[config.mk]
export PLATFORM = sky130hd
export DESIGN_NAME = uart_byte_tx_flat
export DESIGN_NICKNAME = d
export VERILOG_FILES = /design/src/rtl/uart_pkg.sv /design/src/rtl/uart_byte_tx_if.sv /design/src/rtl/uart_bit_timer.sv /design/src/rtl/uart_byte_tx.sv /design/src/flat_wrapper.sv
export SDC_FILE = /design/constraint.sdc
export NUM_CORES = 1
export LEC_CHECK = 0
export CAP_MARGIN = 10
export CORE_MARGIN = 3
export CORE_UTILIZATION = 41
export DETAILED_ROUTE_END_ITERATION = 7
export PLACE_DENSITY = 0.66
export SETUP_SLACK_MARGIN = 0.1
export SYNTH_ARGS = -nofsm -noshare
export SYNTH_HDL_FRONTEND = slang
export SYNTH_SLANG_ARGS = --single-unit
[constraint.sdc]
create_clock -name clk -period 4.24 [get_ports clk]
set_input_delay 0.424 -clock clk [delete_from_list [all_inputs] [get_ports clk]]
set_output_delay 0.424 -clock clk [all_outputs]
set_load 0.005 [all_outputs]
[src/rtl/uart_pkg.sv]
// Shared types, constants and helpers for the UART byte transmitter.
package uart_pkg;

    localparam int unsigned UART_DATA_BITS  = 8;
    localparam logic        UART_IDLE_LEVEL = 1'b1;

    typedef enum logic [1:0] {
        IDLE,
        START,
        DATA,
        STOP
    } uart_tx_state_t;

    typedef logic [UART_DATA_BITS-1:0] uart_byte_t;

    // Truncating clocks-per-bit; the residual rate error is tolerated.
    function automatic int unsigned clks_per_bit(input int unsigned freq, input int unsigned baud);
        return freq / baud;
    endfunction

endpackage

[src/rtl/uart_byte_tx_if.sv]
// Byte valid/ready handshake between a byte producer and the UART transmitter.
interface uart_byte_tx_if
    import uart_pkg::*;
();
    uart_byte_t data;
    logic       valid;
    logic       ready;

    modport master (output data, output valid, input ready);
    modport slave  (input data, input valid, output ready);
endinterface

[src/rtl/uart_bit_timer.sv]
// Bit-period timer: tick is high in the last cycle of each CLKS_PER_BIT period.
module uart_bit_timer #(
    parameter int unsigned CLKS_PER_BIT = 4
) (
    input  logic clk,
    input  logic rst,
    input  logic clear,
    output logic tick
);

    localparam int unsigned CNT_W = (CLKS_PER_BIT > 1) ? $clog2(CLKS_PER_BIT) : 1;
    localparam logic [CNT_W-1:0] LAST = CNT_W'(CLKS_PER_BIT - 1);

    logic [CNT_W-1:0] count;
    logic [CNT_W-1:0] count_nx;

    always_comb begin
        count_nx = count + CNT_W'(1);
        if (clear || (count == LAST)) begin
            count_nx = '0;
        end
    end

    // tick is registered by looking at the count value the next cycle will hold.
    always_ff @(posedge clk) begin
        if (rst) begin
            count <= '0;
            tick  <= 1'b0;
        end else begin
            count <= count_nx;
            tick  <= (count_nx == LAST);
        end
    end

endmodule

[src/rtl/uart_byte_tx.sv]
// Fixed-rate 8N1/8N2 UART transmitter fed by a byte valid/ready handshake.
module uart_byte_tx
    import uart_pkg::*;
#(
    parameter int unsigned CLK_FREQ_HZ = 100_000_000,
    parameter int unsigned BAUD        = 115200,
    parameter int unsigned STOP_BITS   = 1
) (
    input  logic                 clk,
    input  logic                 rst,
    uart_byte_tx_if.slave        byte_if,
    output logic                 tx,
    output logic                 busy
);

    localparam int unsigned CLKS_PER_BIT = clks_per_bit(CLK_FREQ_HZ, BAUD);

    if (CLKS_PER_BIT < 2) begin : g_bad_rate
        $error("uart_byte_tx: CLKS_PER_BIT must be at least 2");
    end
    if ((STOP_BITS != 1) && (STOP_BITS != 2)) begin : g_bad_stop
        $error("uart_byte_tx: STOP_BITS must be 1 or 2");
    end

    uart_tx_state_t state;
    uart_tx_state_t state_nx;
    uart_byte_t     shift;
    uart_byte_t     shift_nx;
    logic [2:0]     idx;
    logic [2:0]     idx_nx;
    logic           ready_q;
    logic           tx_nx;
    logic           accept_c;
    logic           timer_clear_c;
    logic           tick;

    assign byte_if.ready = ready_q;
    assign accept_c      = byte_if.valid && ready_q;

    uart_bit_timer #(
        .CLKS_PER_BIT(CLKS_PER_BIT)
    ) u_timer (
        .clk  (clk),
        .rst  (rst),
        .clear(timer_clear_c),
        .tick (tick)
    );

    // Next state; idx counts data bits in DATA and stop bits in STOP.
    always_comb begin
        state_nx      = state;
        shift_nx      = shift;
        idx_nx        = idx;
        timer_clear_c = 1'b0;
        case (state)
            IDLE: begin
                if (accept_c) begin
                    shift_nx      = byte_if.data;
                    timer_clear_c = 1'b1;
                    state_nx      = START;
                end
            end
            START: begin
                if (tick) begin
                    state_nx = DATA;
                    idx_nx   = 3'd0;
                end
            end
            DATA: begin
                if (tick) begin
                    shift_nx = shift >> 1;
                    if (idx == 3'(UART_DATA_BITS - 1)) begin
                        state_nx = STOP;
                        idx_nx   = 3'd0;
                    end else begin
                        idx_nx = idx + 3'd1;
                    end
                end
            end
            STOP: begin
                if (tick) begin
                    if (idx == 3'(STOP_BITS - 1)) begin
                        state_nx = IDLE;
                        idx_nx   = 3'd0;
                    end else begin
                        idx_nx = idx + 3'd1;
                    end
                end
            end
            default: state_nx = IDLE;
        endcase

        tx_nx = UART_IDLE_LEVEL;
        case (state_nx)
            START:   tx_nx = 1'b0;
            DATA:    tx_nx = shift_nx[0];
            default: tx_nx = UART_IDLE_LEVEL;
        endcase
    end

    always_ff @(posedge clk) begin
        if (rst) begin
            state   <= IDLE;
            shift   <= '0;
            idx     <= 3'd0;
            tx      <= UART_IDLE_LEVEL;
            ready_q <= 1'b1;
            busy    <= 1'b0;
        end else begin
            state   <= state_nx;
            shift   <= shift_nx;
            idx     <= idx_nx;
            tx      <= tx_nx;
            ready_q <= (state_nx == IDLE);
            busy    <= (state_nx != IDLE);
        end
    end

endmodule

[src/flat_wrapper.sv]
// flat-port wrapper written by rule: the top's interface ports become plain ports
module uart_byte_tx_flat import uart_pkg::*;
#(
    parameter int unsigned CLK_FREQ_HZ = 100_000_000,
    parameter int unsigned BAUD        = 115200,
    parameter int unsigned STOP_BITS   = 1
)
  (clk, rst, tx, busy, byte_if_data, byte_if_valid, byte_if_ready);
  uart_byte_tx_if byte_if_i ();
  input  logic clk;
  input  logic rst;
  output logic tx;
  output logic busy;
  input wire logic [$bits(byte_if_i.data)-1:0] byte_if_data;
  input wire logic [$bits(byte_if_i.valid)-1:0] byte_if_valid;
  output wire logic [$bits(byte_if_i.ready)-1:0] byte_if_ready;
  assign byte_if_i.data = byte_if_data;
  assign byte_if_i.valid = byte_if_valid;
  assign byte_if_ready = byte_if_i.ready;
  uart_byte_tx #(.CLK_FREQ_HZ(CLK_FREQ_HZ), .BAUD(BAUD), .STOP_BITS(STOP_BITS)) u_core (.clk(clk), .rst(rst), .byte_if(byte_if_i), .tx(tx), .busy(busy));
endmodule
==> results of run 1 <==
==> worst min-delay path, stage by stage, from the launching register on <==
cell     delay (ns)
dfxtp_1        0.34
nand2_1        0.05
a21oi_1        0.05
==> flip-flops by register name, indices dropped and copies added, names as in the netlist <==
name                  flops
u_core.busy               1
u_core.byte_if.ready      1
u_core.idx                3
u_core.shift              8
u_core.state              2
u_core.tx                 1
u_core.u_timer.count     10
u_core.u_timer.tick       1
==> synthesized netlist by cell type (all sizes together), types with 4 or more instances <==
cell / count / area [um^2]
nor3: 6 / 35.0
a22oi: 8 / 60.1
o21ai: 5 / 28.8
nor2b: 4 / 25.0
buf: 4 / 18.8
nand3: 5 / 30.0
a21oi: 9 / 45.0
xor2: 5 / 51.3
dfxtp: 27 / 541
nand2: 13 / 53.8
ha: 4 / 50.1
nor2: 19 / 73.8
==> metrics by stage <==
stage	cell area (um^2)	util	hold slack (ns)	total power, mW
6_report	1490	0.514	0.465	0.442
4_1_cts	1490	0.514	0.467	0.452
2_1_floorplan	1310	-	0.436	0.316
3_5_place_dp	1460	0.505	0.448	0.338
5_1_grt	1490	0.514	0.485	0.470
3_3_place_gp	1460	0.505	0.442	0.337
==> layout make-up <==
class	count	area, um^2	share of cell area
Clock buffer	4	26.3	0.0176
Timing Repair Buffer	13	130	0.0873
Multi-Input combinational cell	110	729	0.490
Tap cell	42	52.6	0.0353
Inverter	3	11.3	0.00756
Sequential cell	27	541	0.363
==> routing by layer <==
layer / track usage / up-vias / part of all wire
li1: - / 548 / -
met1: 0.173 / 492 / 0.46
met2: 0.229 / 22 / 0.48
met3: 0.0468 / 2 / 0.043
met4: 0.0441 / 0 / 0.0086
met5: 0 / - / 0
==> cells in the final DEF (no fill, tap or decap), types with 4 or more instances in the layout <==
cell type / netlist / routed
o21ai_0: 4 / 4
dfxtp_1: 27 / 27
xor2_1: 4 / 4
a22oi_1: 8 / 8
a21oi_1: 9 / 9
nand2_1: 11 / 11
ha_1: 4 / 4
nor2b_1: 4 / 4
clkdlybuf4s50_1: 0 / 13
nor3_1: 5 / 5
nor2_1: 18 / 18
nand3_1: 4 / 4
==> worst max-delay path by stage <==
| stage | start | endpoint | slack, ns | cells after the start |
|---|---|---|---|---|
| 2_1_floorplan | u_core.u_timer.count[0]$_SDFF_PP0_ | u_core.u_timer.count[9]$_SDFF_PP0_ | 2.73 | 5 |
| 3_3_place_gp | byte_if_valid | u_core.tx$_SDFF_PP1_ | 2.25 | 5 |
| 3_5_place_dp | byte_if_valid | u_core.tx$_SDFF_PP1_ | 2.20 | 5 |
| 4_1_cts | u_core.u_timer.count[0]$_SDFF_PP0_ | u_core.u_timer.count[9]$_SDFF_PP0_ | 2.45 | 5 |
| 5_1_grt | u_core.u_timer.count[0]$_SDFF_PP0_ | u_core.u_timer.count[9]$_SDFF_PP0_ | 2.29 | 5 |
| 6_report | u_core.u_timer.count[0]$_SDFF_PP0_ | u_core.u_timer.count[9]$_SDFF_PP0_ | 2.47 | 5 |
==> cells by family (layout without fill, tap and decap cells) <==
family                   Yosys count  after routing  synth area share
AND/OR/NAND/NOR                   62             62             0.260
AO/OA/AOI/OAI                     35             35             0.189
flip-flops                        27             27             0.412
buffers and inverters             10             20            0.0315
XOR/XNOR                           7              7            0.0525
adder cells (fa/ha/maj)            4              4            0.0382
multiplexers                       2              2            0.0162
==> power by group through the flow <==
stage	clock network (mW)	registers, mW	logic, mW
finish	0.110	0.276	0.0558
floorplan	0	0.278	0.0374
global placement	0	0.282	0.0549
CTS	0.119	0.277	0.0562
detailed placement	0	0.282	0.0559
global route	0.127	0.279	0.0640
==> results by group, run 1 <==
Detailed routing
  • Drt total wl: 2450 um
  • Initial drt markers: 101
  • DR vias/cell: 5.35
  • DR vias: 1064
  • DRC: 0
  • Drt first pass iters: 4
  • ANT nets after route: 0
  • Routed wire length per instance: 12.3 um

STA
  • FMAX: 566 MHz
  • Clock Skew: 0.00174 ns
  • RSZ-0062 raised after global routing: false
  • Rel. slew slack: 0.546
  • Final setup violation count: 0
  • Setup_tns: 0 ns
  • Period utilization: 0.417
  • Final Hold Vio Count: 0
  • Worst-margin pin slew: 0.678 ns
  • Post-route minimum period: 1.77 ns
  • Worst setup margin: 2.47 ns
  • Fin. max-slew vios: 0

Placement
  • IO Port Bufs: 13
  • Pre-CTS WS: 2.20 ns
  • Gpl congestion: 0.861
  • Placed Cells: 195
  • Dpl hpwl: 1730 um

Floorplanning
  • Die area: 3910 um^2
  • Die H: 62.6 um
  • Io pins: 14
  • Starting Density: 0.452
  • Core Region: 2900 um^2
  • Die Wd: 62.6 um
  • Rows: 19

Worst hold path
  • Hold Startpoint: u_core.shift[3]$_SDFFE_PP0P_
  • Hold path cells: 2
  • Hold path endpoint: u_core.shift[3]$_SDFFE_PP0P_
  • Hold crit path type: reg2reg

Critical path
  • Crit path DAT: 2.00 ns
  • FF-to-FF End: u_core.u_timer.count[9]$_SDFF_PP0_
  • Crit-path slowest cell: dfxtp_1
  • Worst EP required: 4.48 ns
  • CP Max Fanout: 9
  • Worst path top cell family by delay: compound AO/OA/AOI/OAI gates
  • Worst path bufs/invs: 0
  • Worst R2R Path Depth: 5
  • Crit end category: flip-flop
  • Critical Path Source Type: flip-flop
  • CP max stage delay: 0.43 ns
  • R2r setup slk: 2.47 ns
  • CP cell instances: ha_1 -> nor3b_1 -> nand3_1 -> o21ai_2 -> o21ba_2
  • WS Path Type: reg2reg
  • Worst r2r src: u_core.u_timer.count[0]$_SDFF_PP0_

Global routing
  • Initial antenna violation count: 0
  • Total gr overflow: 0
  • Largest net degree at the start of global routing: 20
  • First-pass GRT wire length: 4540 um
  • Overall routing resource usage: 0.140
  • Number of global-route vias before repair: 1005

Power
  • Worst VDD drop: 0.197 mV
  • P_leak: 0.507 nW
  • Net Sw Frac: 0.248
  • Clock share of power: 0.248
  • Psw: 0.109 mW
  • Sequential share of power: 0.625
  • Combinational share of power: 0.126
  • Internal power: 0.333 mW
  • P per Cell Area: 297 nW/um^2

Synth
  • Distinct cells, synth: 47
  • EDFF count, synth: 0
  • Syn nets: 162
  • Syn avg cell area: 8.92 um^2
  • Synthesized cell area: 1310 um^2
  • Register area share after synthesis: 0.412
  • Syn Inst Count: 147
  • Async SR Flop Fraction: 0
  • Seq cells post-synth: 27
  • Synth Flop Type: dfxtp_1
  • YS warnings: 0

Final layout
  • Layout area overhead: 13.6%
  • Non-Filler Instances: 199
  • Layout cell share with drive strength beyond 1: 0.121
  • Layout net count: 173
  • Number of diodes: 0
  • Fillcell total: 300

Clocking
  • Cts hold-fix bufs: 0
  • Clock latency on the worst-skew pair: 0.32 ns
  • CTS Buf Count: 3
  • Post-cts resize count: 0
  • Clock Sinks: 27
  • Root Buffer: clkbuf_4
  • CTS H-Tree Depth: 1
  • Clk slew on worst S/H paths: 0.14 ns
  • Clock buffer depth: 2
  • CTS tree: done
  • Setup bufs post-CTS: 0

Status
  • Status: completed

Job
  • Max-cap violations: 0
Power figures use the tool's default switching activity.
==> inputs of run 2 (changes only) <==
--- a/config.mk
+++ b/config.mk
@@ -9,7 +9,7 @@
 export CORE_MARGIN = 3
 export CORE_UTILIZATION = 41
 export DETAILED_ROUTE_END_ITERATION = 7
-export PLACE_DENSITY = 0.66
+export PLACE_DENSITY = 0.68
 export SETUP_SLACK_MARGIN = 0.1
 export SYNTH_ARGS = -nofsm -noshare
 export SYNTH_HDL_FRONTEND = slang
==> constraint.sdc (replaced) <==
create_clock -name clk -period 1.61 [get_ports clk]
set_input_delay 0.161 -clock clk [delete_from_list [all_inputs] [get_ports clk]]
set_output_delay 0.161 -clock clk [all_outputs]
set_load 0.005 [all_outputs]
==> run 2 against run 1 <==
Critical path depth unchanged; cell count up 5.5%; largest cell class unchanged; worst hold slack better by 0.00080 ns; worst setup slack worse by 2.4 ns; critical endpoint is now u_core.u_timer.tick$_SDFF_PP0_; cell area up 9.5%; critical path type unchanged; maximum frequency up 16%; flip-flop and latch count unchanged; sequential share of layout area down 2.7 points; via count up 5.9%; register-to-register slack worse by 2.4 ns; total power rose to 2.7 times the previous value.
==> results by group, run 2 (synthesized netlist as in run 1, its figures left out) <==
Global routing
  • Initial antenna violation count: 0 (unchanged)
  • First-pass GRT wire length: 4610 um (+1.5%)
  • Number of global-route vias before repair: 1043 (+3.8%)
  • Largest net degree at the start of global routing: 16 (-20%)
  • Total gr overflow: 0 (unchanged)
  • Overall routing resource usage: 0.142 (+0.00215)

Power
  • Internal power: 0.905 mW (+170%)
  • Psw: 0.309 mW (+180%)
  • Sequential share of power: 0.598 (-0.027)
  • Worst VDD drop: 0.545 mV (+180%)
  • P per Cell Area: 744 nW/um^2 (+150%)
  • Overall power: 1.21 mW (+170%)
  • Clock share of power: 0.242 (-0.006)
  • Net Sw Frac: 0.255 (+0.00711)
  • Combinational share of power: 0.161 (+0.035)
  • P_leak: 0.586 nW (+16%)

Clocking
  • CTS tree: done
  • Clock Sinks: 27 (unchanged)
  • CTS Buf Count: 3 (unchanged)
  • CTS H-Tree Depth: 1 (unchanged)
  • Clk slew on worst S/H paths: 0.14 ns (about the same)
  • Root Buffer: clkbuf_4
  • Cts hold-fix bufs: 0 (unchanged)
  • Clock buffer depth: 2 (unchanged)
  • Clock latency on the worst-skew pair: 0.32 ns (about the same)

Critical path
  • FF-to-FF End: u_core.u_timer.tick$_SDFF_PP0_
  • Worst r2r src: u_core.u_timer.count[0]$_SDFF_PP0_
  • Crit end category: flip-flop
  • Crit path DAT: 1.76 ns (-0.24 ns)
  • Critical Path Source Type: flip-flop
  • Worst EP required: 1.85 ns (-2.63 ns)
  • R2r setup slk: 0.09 ns (-2.38 ns)
  • Worst R2R Path Depth: 5 (unchanged)
  • CP Max Fanout: 4 (-5)
  • WS Path Type: reg2reg

Final layout
  • Area of the multi-input gates: 779 um^2 (+6.9%)
  • Most common cell after layout, fill and taps aside: dfxtp_1
  • Layout cell share with drive strength beyond 1: 0.256 (+0.135)
  • Regs by FF count: u_core.u_timer.count x10, u_core.shift x8, u_core.idx x3
  • Top reg by flops: u_core.u_timer.count
  • Largest register FFs: 10 (unchanged)
  • Number of diodes: 0 (unchanged)
  • Most frequent cells in the layout: 21 x dfxtp_1, 18 x nor2_1, 13 x clkdlybuf4s50_1
  • Layout net count: 184 (+6.4%)
  • Post-Layout Inst Area: 1630 um^2 (+9.5%)
  • Fillcell total: 281 (-6.3%)
  • Register area: 548 um^2 (+1.4%)
  • Layout area overhead: 24.4%

Status
  • Status: completed

Placement
  • Dpl cell area: 1540 um^2 (+5.1%)
  • Gpl congestion: 0.911 (+5.8%)
  • Dpl hpwl: 1950 um (+13%)
  • Pre-CTS WS: -0.0429 ns (-2.25 ns)
  • IO Port Bufs: 13 (unchanged)

STA
  • Final setup violation count: 0 (unchanged)
  • Period utilization: 0.943 (+0.527)
  • Worst hold slack: 0.465 ns (+0.000797 ns)
  • Clock Skew: 0.00229 ns (+0.000555 ns)
  • Fin. max-slew vios: 0 (unchanged)
  • Final Hold Vio Count: 0 (unchanged)
  • Worst setup margin: 0.0912 ns (-2.38 ns)
  • Post-route minimum period: 1.52 ns (-0.247 ns)
  • Rel. slew slack: 0.706 (+0.159)
  • Worst-margin pin slew: 0.436 ns (-0.243 ns)
  • RSZ-0062 raised after global routing: true
  • FMAX: 658 MHz (+16%)

Detailed routing
  • Drt total wl: 2660 um (+8.6%)
  • DRC: 0 (unchanged)
  • ANT nets after route: 0 (unchanged)
  • Initial drt markers: 51 (-50%)
  • Drt first pass iters: 4 (unchanged)
  • DR vias/cell: 5.37 (+0.37%)
  • DR vias: 1127 (+5.9%)
  • Routed wire length per instance: 12.7 um (+2.9%)

Worst hold path
  • Hold path cells: 2 (unchanged)
  • Hold Startpoint: u_core.shift[3]$_SDFFE_PP0P_
  • Hold path endpoint: u_core.shift[3]$_SDFFE_PP0P_
  • Hold crit path type: reg2reg

Floorplanning
  • Die Wd: 62.6 um (unchanged)
  • Rows: 19 (unchanged)
  • Die area: 3910 um^2 (unchanged)
  • Starting Density: 0.452 (unchanged)
  • Die H: 62.6 um (unchanged)
  • Io pins: 14 (unchanged)
  • Core Region: 2900 um^2 (unchanged)

Job
  • Max-cap violations: 0 (unchanged)
-- run 2: cell count changes in the layout (fill, tap and decap cells not counted), sizes merged --
cell and delta:
clkinv +1, buf +11, clkbuf -1
-- run 2: how the worst max path moves through the flow --
stage | cells after the start | startpoint | slack, ns | to
after floorplan | 5 | u_core.u_timer.count[0]$_SDFF_PP0_ | 0.11 | u_core.u_timer.tick$_SDFF_PP0_
after global placement | 5 | byte_if_valid | -0.008 | u_core.tx$_SDFF_PP1_
after detailed placement | 5 | byte_if_valid | -0.04 | u_core.tx$_SDFF_PP1_
after CTS | 5 | u_core.u_timer.count[0]$_SDFF_PP0_ | 0.08 | u_core.u_timer.tick$_SDFF_PP0_
after global routing | 5 | u_core.u_timer.count[0]$_SDFF_PP0_ | 0.008 | u_core.u_timer.tick$_SDFF_PP0_
final | 5 | u_core.u_timer.count[0]$_SDFF_PP0_ | 0.09 | u_core.u_timer.tick$_SDFF_PP0_
-- run 2: per-stage QoR --
stage	util	TNS, ns	std cells
finish	0.563	0	210
global route	0.563	0	210
floorplan	-	0	147
CTS	0.552	0	209
global placement	0.531	-0.00772	204
detailed placement	0.531	-0.0429	204
-- run 2: area by class of cell --
type                       instances  area share
sequential                        27       0.336
clock inverter                     1     0.00307
timing repair buffer              24       0.130
inverter                           3     0.00690
clock buffer                       3      0.0138
multi-input combinational        110       0.478
tap                               42      0.0322
-- run 2: repair_timing --
action / 4_1_cts / 5_1_grt
hold endpoints to repair: 0 / 0
endpoints found under the setup margin: 10 / 17
gates resized for setup: 10 / 7
pin swaps: 1 / 3
buffers inserted: 1 / 1
-- run 2: power groups by stage --
| stage | sequential, mW | clock (mW) | combinational [mW] |
|---|---|---|---|
| after detailed placement | 0.737 | 0 | 0.178 |
| after floorplan | 0.733 | 0 | 0.100 |
| after global routing | 0.731 | 0.338 | 0.216 |
| after CTS | 0.725 | 0.309 | 0.189 |
| after global placement | 0.735 | 0 | 0.174 |
| final | 0.726 | 0.294 | 0.195 |
-- run 2: metal layers --
| metal | part of all wire | vias up | wire length [um] | global-route usage |
|---|---|---|---|---|
| met4 | 0.026 | 0 | 68 | 0.0579 |
| met1 | 0.44 | 514 | 1160 | 0.178 |
| met2 | 0.48 | 33 | 1280 | 0.226 |
| met3 | 0.056 | 11 | 148 | 0.0432 |
| met5 | 0 | - | 0 | 0 |
| li1 | - | 569 | - | - |
-- run 2: critical path: stages (launching register included) --
cell	delay (ns)
dfxtp_2	0.37
buf_4	0.15
nand2_2	0.10
nor3_2	0.07
or3b_2	0.45
a2111oi_2	0.29
